[src/rtl/an_pkg.sv]
// Shared constants and elaboration-time helpers for the AN-code Barrett decoders.
package an_pkg;

    localparam int unsigned AN_A    = 32'd37;
    localparam int unsigned AN_CW_W = 32'd18;
    localparam int unsigned AN_K    = 32'd19;

    // Result of one decode, as handed to the data sink.
    typedef struct packed {
        logic        err;
        logic [12:0] q;
        logic [5:0]  r;
    } an_result_t;

    // Barrett multiplier floor(2**k / a).
    function automatic longint unsigned barrett_m(input int unsigned k, input int unsigned a);
        return (64'd1 << k) / 64'(a);
    endfunction

    // Bits needed to represent values 0 .. v-1.
    function automatic int unsigned an_clog2(input longint unsigned v);
        int unsigned n;
        longint unsigned t;
        n = 32'd0;
        t = 64'd1;
        while (t < v) begin
            t = t << 1;
            n = n + 32'd1;
        end
        return n;
    endfunction

endpackage

[src/rtl/an_barrett_correct.sv]
// Final Barrett correction: folds r_t in [0, 2A) back into [0, A) and flags a nonzero syndrome.
module an_barrett_correct
    import an_pkg::*;
#(
    parameter int unsigned A   = AN_A,
    parameter int unsigned Q_W = 32'd13,
    parameter int unsigned R_W = 32'd6
) (
    input  logic [Q_W-1:0] i_qt,
    input  logic [R_W:0]   i_rt,
    output logic [Q_W-1:0] o_q,
    output logic [R_W-1:0] o_r,
    output logic           o_err
);

    localparam logic [R_W:0] A_X = (R_W + 1)'(A);

    logic [R_W:0] w_sub;

    assign w_sub = i_rt - A_X;

    // Subtract A once when the estimate undershot the true quotient.
    always_comb begin
        o_q   = i_qt;
        o_r   = i_rt[R_W-1:0];
        o_err = 1'b0;
        if (i_rt >= A_X) begin
            o_q = i_qt + Q_W'(1);
            o_r = w_sub[R_W-1:0];
        end else begin
            o_q = i_qt;
            o_r = i_rt[R_W-1:0];
        end
        o_err = (o_r != {R_W{1'b0}});
    end

endmodule

[src/rtl/an_barrett_decoder_pipe.sv]
// Three-stage pipelined AN-code decoder (Barrett division by A) with valid/ready flow control.
// Optional saturating error counter enabled by defining AN_ERR_CNT_EN.
module an_barrett_decoder_pipe
    import an_pkg::*;
#(
    parameter int unsigned CW_W      = AN_CW_W,
    parameter int unsigned A         = AN_A,
    parameter int unsigned K         = AN_K,
    parameter int unsigned Q_W       = 32'd13,
    parameter int unsigned R_W       = 32'd6,
    parameter int unsigned ERR_CNT_W = 32'd16
) (
    input  logic            clk,
    input  logic            rst_n,
    input  logic            in_valid,
    output logic            in_ready,
    input  logic [CW_W-1:0] in_cw,
    output logic            out_valid,
    input  logic            out_ready,
    output logic [Q_W-1:0]  out_q,
    output logic [R_W-1:0]  out_r,
    output logic            out_err,
    output logic [CW_W-1:0] out_cw
`ifdef AN_ERR_CNT_EN
    ,
    input  logic                 err_clr,
    output logic [ERR_CNT_W-1:0] err_cnt
`endif
);

    localparam longint unsigned M   = barrett_m(K, A);
    localparam int unsigned     P_W = CW_W + an_clog2(M + 64'd1);
    localparam logic [P_W-1:0]  M_P = P_W'(M);
    localparam logic [R_W-1:0]  A_R = R_W'(A);

    if ((A % 32'd2) == 32'd0) begin : g_chk_a_even
        $error("an_barrett_decoder_pipe: A must be odd");
    end
    if (A < 32'd3) begin : g_chk_a_small
        $error("an_barrett_decoder_pipe: A must be at least 3");
    end
    if ((64'd1 << R_W) <= 64'(A)) begin : g_chk_r_w
        $error("an_barrett_decoder_pipe: 2**R_W must exceed A");
    end
    if (K < CW_W + 32'd1) begin : g_chk_k
        $error("an_barrett_decoder_pipe: K must be at least CW_W+1");
    end

    logic                 r_s1_valid;
    logic [CW_W-1:0]      r_s1_cw;
    logic [P_W-1:0]       r_s1_p;
    logic                 r_s2_valid;
    logic [CW_W-1:0]      r_s2_cw;
    logic [Q_W-1:0]       r_s2_qt;
    logic [R_W:0]         r_s2_rt;
    logic                 r_out_valid;
    logic [Q_W-1:0]       r_out_q;
    logic [R_W-1:0]       r_out_r;
    logic                 r_out_err;
    logic [CW_W-1:0]      r_out_cw;

    logic                 w_out_free;
    logic                 w_s2_free;
    logic [P_W-1:0]       w_p;
    logic [Q_W-1:0]       w_qt;
    logic [Q_W+R_W-1:0]   w_qa;
    logic [R_W:0]         w_rt;
    logic [Q_W-1:0]       w_q;
    logic [R_W-1:0]       w_r;
    logic                 w_err;
    logic                 w_unused_bits;

    // A stage may load whenever the stage behind it is empty or draining this cycle.
    assign w_out_free = !r_out_valid || out_ready;
    assign w_s2_free  = !r_s2_valid || w_out_free;
    assign in_ready   = !r_s1_valid || w_s2_free;

    assign w_p  = {{(P_W-CW_W){1'b0}}, in_cw} * M_P;
    assign w_qt = r_s1_p[K +: Q_W];
    assign w_qa = {{R_W{1'b0}}, w_qt} * {{Q_W{1'b0}}, A_R};
    // Only the low R_W+1 bits matter: the true difference is known to lie in [0, 2A).
    assign w_rt = r_s1_cw[R_W:0] - w_qa[R_W:0];

    assign w_unused_bits = ^{r_s1_p[K-1:0], w_qa[Q_W+R_W-1:R_W+1]};

    an_barrett_correct #(
        .A   (A),
        .Q_W (Q_W),
        .R_W (R_W)
    ) u_correct (
        .i_qt  (r_s2_qt),
        .i_rt  (r_s2_rt),
        .o_q   (w_q),
        .o_r   (w_r),
        .o_err (w_err)
    );

    // Stage 1: capture codeword and full-width Barrett product.
    always_ff @(posedge clk or negedge rst_n) begin
        if (!rst_n) begin
            r_s1_valid <= 1'b0;
            r_s1_cw    <= {CW_W{1'b0}};
            r_s1_p     <= {P_W{1'b0}};
        end else if (in_ready) begin
            r_s1_valid <= in_valid;
            if (in_valid) begin
                r_s1_cw <= in_cw;
                r_s1_p  <= w_p;
            end
        end
    end

    // Stage 2: quotient estimate and uncorrected remainder.
    always_ff @(posedge clk or negedge rst_n) begin
        if (!rst_n) begin
            r_s2_valid <= 1'b0;
            r_s2_cw    <= {CW_W{1'b0}};
            r_s2_qt    <= {Q_W{1'b0}};
            r_s2_rt    <= {(R_W+1){1'b0}};
        end else if (w_s2_free) begin
            r_s2_valid <= r_s1_valid;
            if (r_s1_valid) begin
                r_s2_cw <= r_s1_cw;
                r_s2_qt <= w_qt;
                r_s2_rt <= w_rt;
            end
        end
    end

    // Stage 3: corrected result register; holds steady while the sink stalls.
    always_ff @(posedge clk or negedge rst_n) begin
        if (!rst_n) begin
            r_out_valid <= 1'b0;
            r_out_q     <= {Q_W{1'b0}};
            r_out_r     <= {R_W{1'b0}};
            r_out_err   <= 1'b0;
            r_out_cw    <= {CW_W{1'b0}};
        end else if (w_out_free) begin
            r_out_valid <= r_s2_valid;
            if (r_s2_valid) begin
                r_out_q   <= w_q;
                r_out_r   <= w_r;
                r_out_err <= w_err;
                r_out_cw  <= r_s2_cw;
            end
        end
    end

    assign out_valid = r_out_valid;
    assign out_q     = r_out_q;
    assign out_r     = r_out_r;
    assign out_err   = r_out_err;
    assign out_cw    = r_out_cw;

`ifdef AN_ERR_CNT_EN
    logic [ERR_CNT_W-1:0] r_err_cnt;

    // Saturating count of erroneous results delivered; clear wins over a same-cycle error.
    always_ff @(posedge clk or negedge rst_n) begin
        if (!rst_n) begin
            r_err_cnt <= {ERR_CNT_W{1'b0}};
        end else if (err_clr) begin
            r_err_cnt <= {ERR_CNT_W{1'b0}};
        end else if (r_out_valid && out_ready && r_out_err &&
                     (r_err_cnt != {ERR_CNT_W{1'b1}})) begin
            r_err_cnt <= r_err_cnt + ERR_CNT_W'(1);
        end
    end

    assign err_cnt = r_err_cnt;
`endif

endmodule

[config.mk]
export PLATFORM = sky130hd
export DESIGN_NAME = an_barrett_decoder_pipe
export DESIGN_NICKNAME = d
export VERILOG_FILES = /design/src/rtl/an_pkg.sv /design/src/rtl/an_barrett_correct.sv /design/src/rtl/an_barrett_decoder_pipe.sv
export SDC_FILE = /design/constraint.sdc
export NUM_CORES = 1
export LEC_CHECK = 0
export BUFFER_PORTS_ARGS = -buffer_cell sky130_fd_sc_hd__buf_2
export CAP_MARGIN = 20
export CORE_MARGIN = 5
export CORE_UTILIZATION = 40
export CTS_CLUSTER_DIAMETER = 50
export DETAILED_ROUTE_END_ITERATION = 16
export GPL_TIMING_DRIVEN = 0
export PLACE_DENSITY_LB_ADDON = 0.25
export RECOVER_POWER = 100
export SETUP_SLACK_MARGIN = 0.4
export SLEW_MARGIN = 10
export SYNTH_ARGS = -nofsm -noshare
export SYNTH_HDL_FRONTEND = slang
export SYNTH_SLANG_ARGS = --single-unit
[constraint.sdc]
create_clock -name clk -period 2.6 [get_ports clk]
set_input_delay 0.52 -clock clk [delete_from_list [all_inputs] [get_ports clk]]
set_output_delay 0.52 -clock clk [all_outputs]
set_load 0.02 [all_outputs]
# Word-level counts from Yosys, hierarchy flattened
# Cells that the tools add are included.
# Widths: inputs -> output; s select.
[word_totals]
regBits = 129
input_bits = 22
out_inout_bits = 40
[classes]
add_sub_neg = 3
mul = 2
order_cmp = 1
muxes = 2
n_reduce_logical = 10
[ops]
columns = ["cell", "n"]
rows = [
  ["$mul 18x14->32 const B", 1],
  ["$add 13x1->13 const B", 1],
  ["$mul 13x6->7 const B", 1],
  ["$mux 13", 1],
  ["$ge 7x6->1 const B", 1],
  ["$sub 7x7->7", 1],
  ["$mux 6", 1],
  ["$reduce_and 2->1", 3],
  ["$reduce_bool 6->1", 1],
  ["$sub 6x6->6 const B", 1],
  ["$logic_not 1->1", 3],
  ["$logic_or 1x1->1", 3],
]

# Logic depth before layout (Yosys ltp)
# Gate-level depths: netlist of the first run.
[depth]
ltp_word = 5
mapped_depth = 21
mapped_depth_nobuf = 20

# Cells and area by module
# From an unflattened synthesis of the first run, not the netlist that was laid out.
[unflattened]
hier_cells = 975
hier_area_um2 = 10252.3
[by_module_without_submodules]
columns = ["mod", "n_inst", "cells_each", "area_each_um2", "seq_area_each_um2"]
rows = [
  ["an_barrett_decoder_pipe", 1, 898, 9685.5, 2752.6],
  ["an_barrett_correct", 1, 77, 566.8, 0.0],
]

# Worst setup path after synthesis of the first run
# Ideal clock, no wire load.
[synth_path]
path_kind = "input-to-reg"
startpoint = "input in_cw[6]"
endpoint = "register r_s1_p[27]"
setup_time_ns = 0.147
arrival_time_ns = 5.351
t_required_ns = 2.453
path_slack_ns = -2.898
stages = 17
n_path_buf = 0
cell_sequence = "inv_1 fa_1 inv_1 fa_1 fa_1 fa_1 fa_1 inv_1 fa_1 inv_1 ha_1 and3_1 nand3_1 or4_4 a21oi_1 mux2i_1 o311ai_0"
[synth_via]
elab_chain_cells = 1
[synth_rtl]
columns = ["element", "line", "text"]
rows = [
  ["from (decl)", "an_barrett_decoder_pipe.sv:17", "input logic [CW_W-1:0] in_cw,"],
  ["$mul 18x14->32", "an_barrett_decoder_pipe.sv:78", "assign w_p = {{(P_W-CW_W){1'b0}}, in_cw} * M_P;"],
  ["to (signal assigned)", "an_barrett_decoder_pipe.sv:103", "r_s1_p <= {P_W{1'b0}};"],
  ["to (signal assigned)", "an_barrett_decoder_pipe.sv:108", "r_s1_p <= w_p;"],
  ["to (decl)", "an_barrett_decoder_pipe.sv:51", "logic [P_W-1:0] r_s1_p;"],
]
# Every way passes these cells.
# A chain may end at the register's enable or synchronous reset.

# Final worst setup path of the first run
[layout_path]
startpoint = "input in_cw[7]"
endpoint = "register r_s1_p[28]"
# Same word-level chain as after synthesis.

==> results of run 1 <==
[layer usage]
layer  track usage  share of wire  vias up
met1         0.226           0.46     3317
met4        0.0332          0.012        0
met2         0.280           0.49       82
met5             0              0        -
li1              -              -     3332
met3        0.0226          0.034       21
[worst reg2reg max path: cells and delay by family (launching register included)]
kind | cells | cell delay, ns
buf+inv | 1 | 0.04
xor+xnor | 1 | 0.12
fa+ha+maj | 5 | 1.62
compound gates | 2 | 0.23
flops | 1 | 0.39
[cell type report]
type                            count  area [sq um]
Fill cell                        2287         12700
Multi-Input combinational cell    640          6730
Buffer                             23           104
Tap cell                          324           405
Timing Repair Buffer               98           618
Clock inverter                      7          57.6
Clock buffer                        9           225
Inverter                          186           742
Sequential cell                   110          2760
[logic make-up (layout without fill, tap and decap cells)]
kind of cell               count (synthesis)  in the layout  synth area share
adders and majority gates                245            245             0.386
buffers and inverters                    209            323            0.0797
and+or+nand+nor                          172            172            0.0823
AOI/OAI and AO/OA                        129            129            0.0782
DFF                                      110            110             0.279
xor gates and xnor gates                  47             47            0.0417
muxes                                     47             47            0.0531
[path summary, 6_finish.rpt]
kind	end	slack, ns	start	cells past startpoint
worst max-delay path	r_s1_p[28]	-2.63	in_cw[7]	20
worst min-delay path	r_s1_valid	0.40	in_valid	2
worst max register to register	r_s2_rt[6]	0.08	r_s1_p[24]	9
worst min register to register	r_s1_cw[8]	0.48	r_s1_cw[8]	2
max in group asynchronous	r_s1_p[19]	0.62	rst_n	2
min in group asynchronous	out_q[12]	0.41	rst_n	1
[registers in the layout (all words and copies together), names as in the netlist]
name	cells
out_cw	18
r_s1_cw	18
r_s2_cw	18
out_q	13
r_s1_p	13
r_s2_qt	13
r_s2_rt	7
out_r	6
out_err	1
out_valid	1
r_s1_valid	1
r_s2_valid	1
[cell usage after synthesis, drive strengths merged (10+ instances only)]
cell      n
inv     186
ha      145
dfrtp   110
fa      100
nand2   100
o21ai    69
mux2     43
xnor2    29
a21oi    23
clkbuf   19
xor2     18
nor2     14
nand3    10
[repair_timing]
| item | in CTS | in global routing |
|---|---|---|
| gates resized for setup | 47 | 36 |
| cloned | 0 | 0 |
| buffers inserted | 21 | 15 |
| pin swaps | 27 | 32 |
| endpoints found under the setup margin | 16 | 33 |
[through the flow]
stage | utilization | hold WS [ns] | setup WS (ns) | area, sq um | cells
finish | 0.478 | 0.401 | -2.63 | 11600 | 1397
global route | 0.478 | 0.417 | -2.82 | 11600 | 1397
CTS | 0.473 | 0.112 | -2.69 | 11500 | 1382
detailed placement | 0.448 | 0.473 | -3.34 | 10900 | 1345
global placement | 0.446 | 0.459 | -3.29 | 10900 | 1344
floorplan | - | 0.224 | -2.56 | 10100 | 959
==> metrics.cfg, run 1 <==
[timing]
timing.final.crit_share = 2.01
tns_ns = -32.94
slew_headroom = 0.175
slew_viol_final = 0
fin_ws_ns = -2.63
setup-violations-final = 13
grt_setup_unrepaired = yes
hold_viol = 0
period_minus_slack_ns = 5.23
fmax_ghz = 0.191
fin_skew_ns = 0.00847
worstMarginPinSlew_ns = 1.24

[floorplanning]
design.die.area_sq_um = 27900
die_h_microns = 167
fp.dieW_microns = 167
rows = 57
io_pins = 62
core-area_sq_um = 24300
start_util = 0.406

[clock_tree]
cts_root_buffer = clkbuf_16
clk_pin_slew_worst_paths_ns = 0.08
clockBufferDepth = 2
ctsHoldBuffers = 0
cts_num_sinks = 110
worstSkewPairLatency_ns = 0.36
htree_levels = 3
cts_buffers = 9
cts_tree = built

[route]
drt-total-wl_microns = 21700
vias_per_cell = 4.83
route.detailed.drc = 0
num_vias = 6752
detail-route-antenna-nets = 0
wl_per_cell_microns = 15.5
dr.pass1.iters = 4
drt_iter0_markers = 425

[finish]
area_delta_synth_final_pct = 17.8
final_common_cell = inv_1
drive_gt1_frac = 0.199
final_cell_mix = 164 x inv_1, 128 x ha_1, 108 x dfrtp_1, 95 x nand2_1, 95 x fa_1
insertedDiodeCount = 0
nNetsFinal = 1335

[setup_path]
path_buf_inv = 6
crit_family = adder cells
crit_chain = buf_12, clkinvlp_4, fa_1, inv_2, fa_2, fa_1, fa_2, fa_1, inv_2, fa_1, inv_2, ha_4, nand4_1, nor4_4, a22oi_2, nand3_2, buf_12, a31oi_4, or4_1, nand3_1
cp_max_fo = 7
slowest_stage = fa_2
path_class = input pin to register
critPathMaxStageDelay_ns = 0.58
path_common_cell = fa_1
start_kind = input pin
cp.required_ns = 2.89
arrival_ns = 5.52
end_kind = register

[global_route]
grt_use_total = 0.164
grt_overflow_total = 0
grt_max_degree = 60
grt_antenna_before_repair = 0
grt_pass1_wl_microns = 37300
grt_pass1_vias = 7242

[logic_synthesis]
yosysSeqAreaShare = 0.279
ys.flop_type = dfrtp_1
synth_top_area_cell = dfrtp_1
yosys_warnings = 0
synth_fp_nets = 1226
synth_edf_count = 0
avgSynthCellArea_sq_um = 10.3
synth.area.top_cells = dfrtp_1 28%, fa_1 20%, ha_1 18%
synth_cell_types = 53
syn_area_sq_um = 9880
synth_cells = 959
synth.ff_latch_count = 110
netlist.area_leader.share = 0.279
async_flop_share = 1.00

[place]
gp_congestion = 0.863
port_buffers = 61
detailed_place_hpwl_microns = 18000

[run]
cap_violations = 0

[min_path]
holdCritPathClass = input pin to register

[outcome]
status = complete, but fails checks
violations = negative setup slack

Power of run 1 is left out: the tool's default activity adds up to more than one toggle a clock period on the data nets, which glitch-free logic cannot reach.
==> run 2, diff against run 1 <==
MAX_ROUTING_LAYER = met4   (was default)
clock period = 5.4 ns   (was 2.6 ns; I/O delays follow)
==> metrics.cfg, run 2 (synthesized netlist as in run 1, its figures left out) <==
[route]
wl_per_cell_microns = 15.3  ; was 15.5 microns
drt_iter0_markers = 333  ; was 425
dr.pass1.iters = 4  ; unchanged
wl_met3_microns = 482  ; was 735 microns
num_vias = 6681  ; was 6752
wl_met1_microns = 9950  ; was 10100 microns
detail-route-antenna-nets = 0  ; unchanged
drt-total-wl_microns = 21100  ; was 21700 microns
top_layer_used = met4  ; unchanged
route.detailed.drc = 0  ; unchanged
vias_per_cell = 4.82  ; was 4.83
dr_wl_met2_microns = 10500  ; was 10700 microns

[floorplanning]
io_pins = 62  ; unchanged
die_h_microns = 167  ; unchanged
start_util = 0.406  ; unchanged
fp.dieW_microns = 167  ; unchanged
core-area_sq_um = 24300  ; unchanged
design.die.area_sq_um = 27900  ; unchanged
rows = 57  ; unchanged

[setup_path]
crit_cells = 19  ; was 20
arrival_ns = 6.08  ; was 5.52 ns
critPathMaxStageDelay_ns = 0.55  ; was 0.58 ns
slowest_stage = or4_4  ; was fa_2
crit_family = adder cells  ; unchanged
path_common_cell = fa_1  ; unchanged
r2r-start = r_s1_p[22]  ; was r_s1_p[24]
start_kind = input pin  ; unchanged
rrSetupSlack_ns = 2.73  ; was 0.08 ns
cp.required_ns = 5.64  ; was 2.89 ns
cp-endpoint = r_s1_p[31]  ; was r_s1_p[28]
timing.rr.end = r_s2_rt[6]  ; unchanged
path_buf_inv = 6  ; unchanged
path_class = input pin to register  ; unchanged
end_kind = register  ; unchanged
startpoint = in_cw[7]  ; unchanged
cp_max_fo = 4  ; was 7
r2r_cells = 9  ; unchanged
crit_chain = buf_12, clkinvlp_4, buf_6, fa_1, fa_1, inv_1, fa_1, fa_1, fa_1, inv_2, fa_1, inv_2, ha_4, and3_4, nand3_2, or4_4, a211oi_2, mux2i_1, nand2_1  ; was buf_12, clkinvlp_4, fa_1, inv_2, fa_2, fa_1, fa_2, fa_1, inv_2, fa_1, inv_2, ha_4, nand4_1, nor4_4, a22oi_2, nand3_2, buf_12, a31oi_4, or4_1, nand3_1

[global_route]
grt_pass1_vias = 7056  ; was 7242
grt_use_total = 0.163  ; was 0.164
grt_max_degree = 89  ; was 60
grt_pass1_wl_microns = 36100  ; was 37300 microns
grt_overflow_total = 0  ; unchanged
grt_antenna_before_repair = 0  ; unchanged

[finish]
fin_util = 0.474  ; was 0.478
final_cell_mix = 165 x inv_1, 129 x ha_1, 110 x dfrtp_1, 95 x nand2_1, 95 x fa_1  ; was 164 x inv_1, 128 x ha_1, 108 x dfrtp_1, 95 x nand2_1, 95 x fa_1
final_common_cell = inv_1  ; unchanged
drive_gt1_frac = 0.185  ; was 0.199
insertedDiodeCount = 0  ; unchanged
area_delta_synth_final_pct = 16.6  ; was 17.8%
multiInputGateArea_sq_um = 6700  ; was 6730 sq um
nNetsFinal = 1324  ; was 1335
regArea_sq_um = 2750  ; was 2760 sq um
nFillCells = 2323  ; was 2287

[clock_tree]
cts_tree = built  ; unchanged
ctsHoldBuffers = 0  ; unchanged
worstSkewPairLatency_ns = 0.35  ; was 0.36 ns
cts_buffers = 9  ; unchanged
htree_levels = 3  ; unchanged
cts_num_sinks = 110  ; unchanged
cts_root_buffer = clkbuf_16  ; unchanged
clockBufferDepth = 2  ; unchanged
clk_pin_slew_worst_paths_ns = 0.08  ; about the same

[timing]
fin_ws_ns = -0.435  ; was -2.63 ns
hold_viol = 0  ; unchanged
period_minus_slack_ns = 5.84
setup-violations-final = 13  ; unchanged
fin_skew_ns = 0.0109  ; was 0.00847 ns
tns_ns = -4.26  ; was -32.94 ns
worstMarginPinSlew_ns = 2.11  ; was 1.24 ns
fmax_ghz = 0.171
timing.final.crit_share = 1.08
slew_headroom = -0.406  ; was 0.175
hold_slack_ns = 0.480  ; was 0.401 ns
grt_setup_unrepaired = yes  ; unchanged
slew_viol_final = 89  ; was 0

[run]
cap_violations = 1  ; was 0

[min_path]
holdCritPathClass = register to register  ; was input pin to register

[outcome]
violations = max-capacitance violations, max-slew violations, negative setup slack  ; was negative setup slack
status = complete, but fails checks  ; unchanged

[place]
port_buffers = 61  ; unchanged
gp_congestion = 0.860  ; was 0.863
detailed_place_hpwl_microns = 17900  ; was 18000 microns

==> run 2: worst reg2reg max path, stage by stage (launching register included) <==
cell and delay [ns]:
dfrtp_1 0.42, ha_1 0.30, ha_1 0.28, ha_1 0.29
inv_1 0.08, fa_1 0.43, ha_1 0.33, a21oi_1 0.19
xnor2_1 0.13, o21ai_0 0.08
==> run 2: worst min path at each step <==
stage,start,to,slack (ns),depth (start not counted)
floorplan,r_s1_cw[10],r_s1_cw[10],0.45,2
global placement,out_q[1],out_q[1],0.46,2
detailed placement,out_q[1],out_q[1],0.47,2
CTS,out_q[1],out_q[1],0.48,2
global route,out_q[1],out_q[1],0.49,2
finish,out_q[1],out_q[1],0.48,2
==> run 2: stage by stage <==
stage	setup slack (ns)	cells	cell area, sq um
2_1_floorplan	-0.321	959	10100
3_3_place_gp	-1.04	1344	10800
3_5_place_dp	-1.03	1345	10900
4_1_cts	-0.362	1379	11500
5_1_grt	-0.562	1386	11500
6_report	-0.435	1386	11500
==> run 2: metal layers <==
layer	up-vias	global-route usage
met2	74	0.273
met1	3277	0.220
met4	0	0.0303
met3	15	0.0132
li1	3315	-
met5	-	-
==> run 2: timing repair <==
item | CTS | global route
gates cloned | 0 | 0
resized for setup | 51 | 22
setup buffers | 18 | 7
setup endpoints to repair | 13 | 13
pin swaps | 23 | 13
==> run 2: layout make-up <==
type,instances,share of cell area
clock buffer,9,0.0196
multi-input combinational,640,0.582
inverter,186,0.0642
tap,324,0.0352
buffer,23,0.00869
clock inverter,7,0.00532
sequential,110,0.239
timing repair buffer,87,0.0463
Power of run 2 is left out for the same reason.
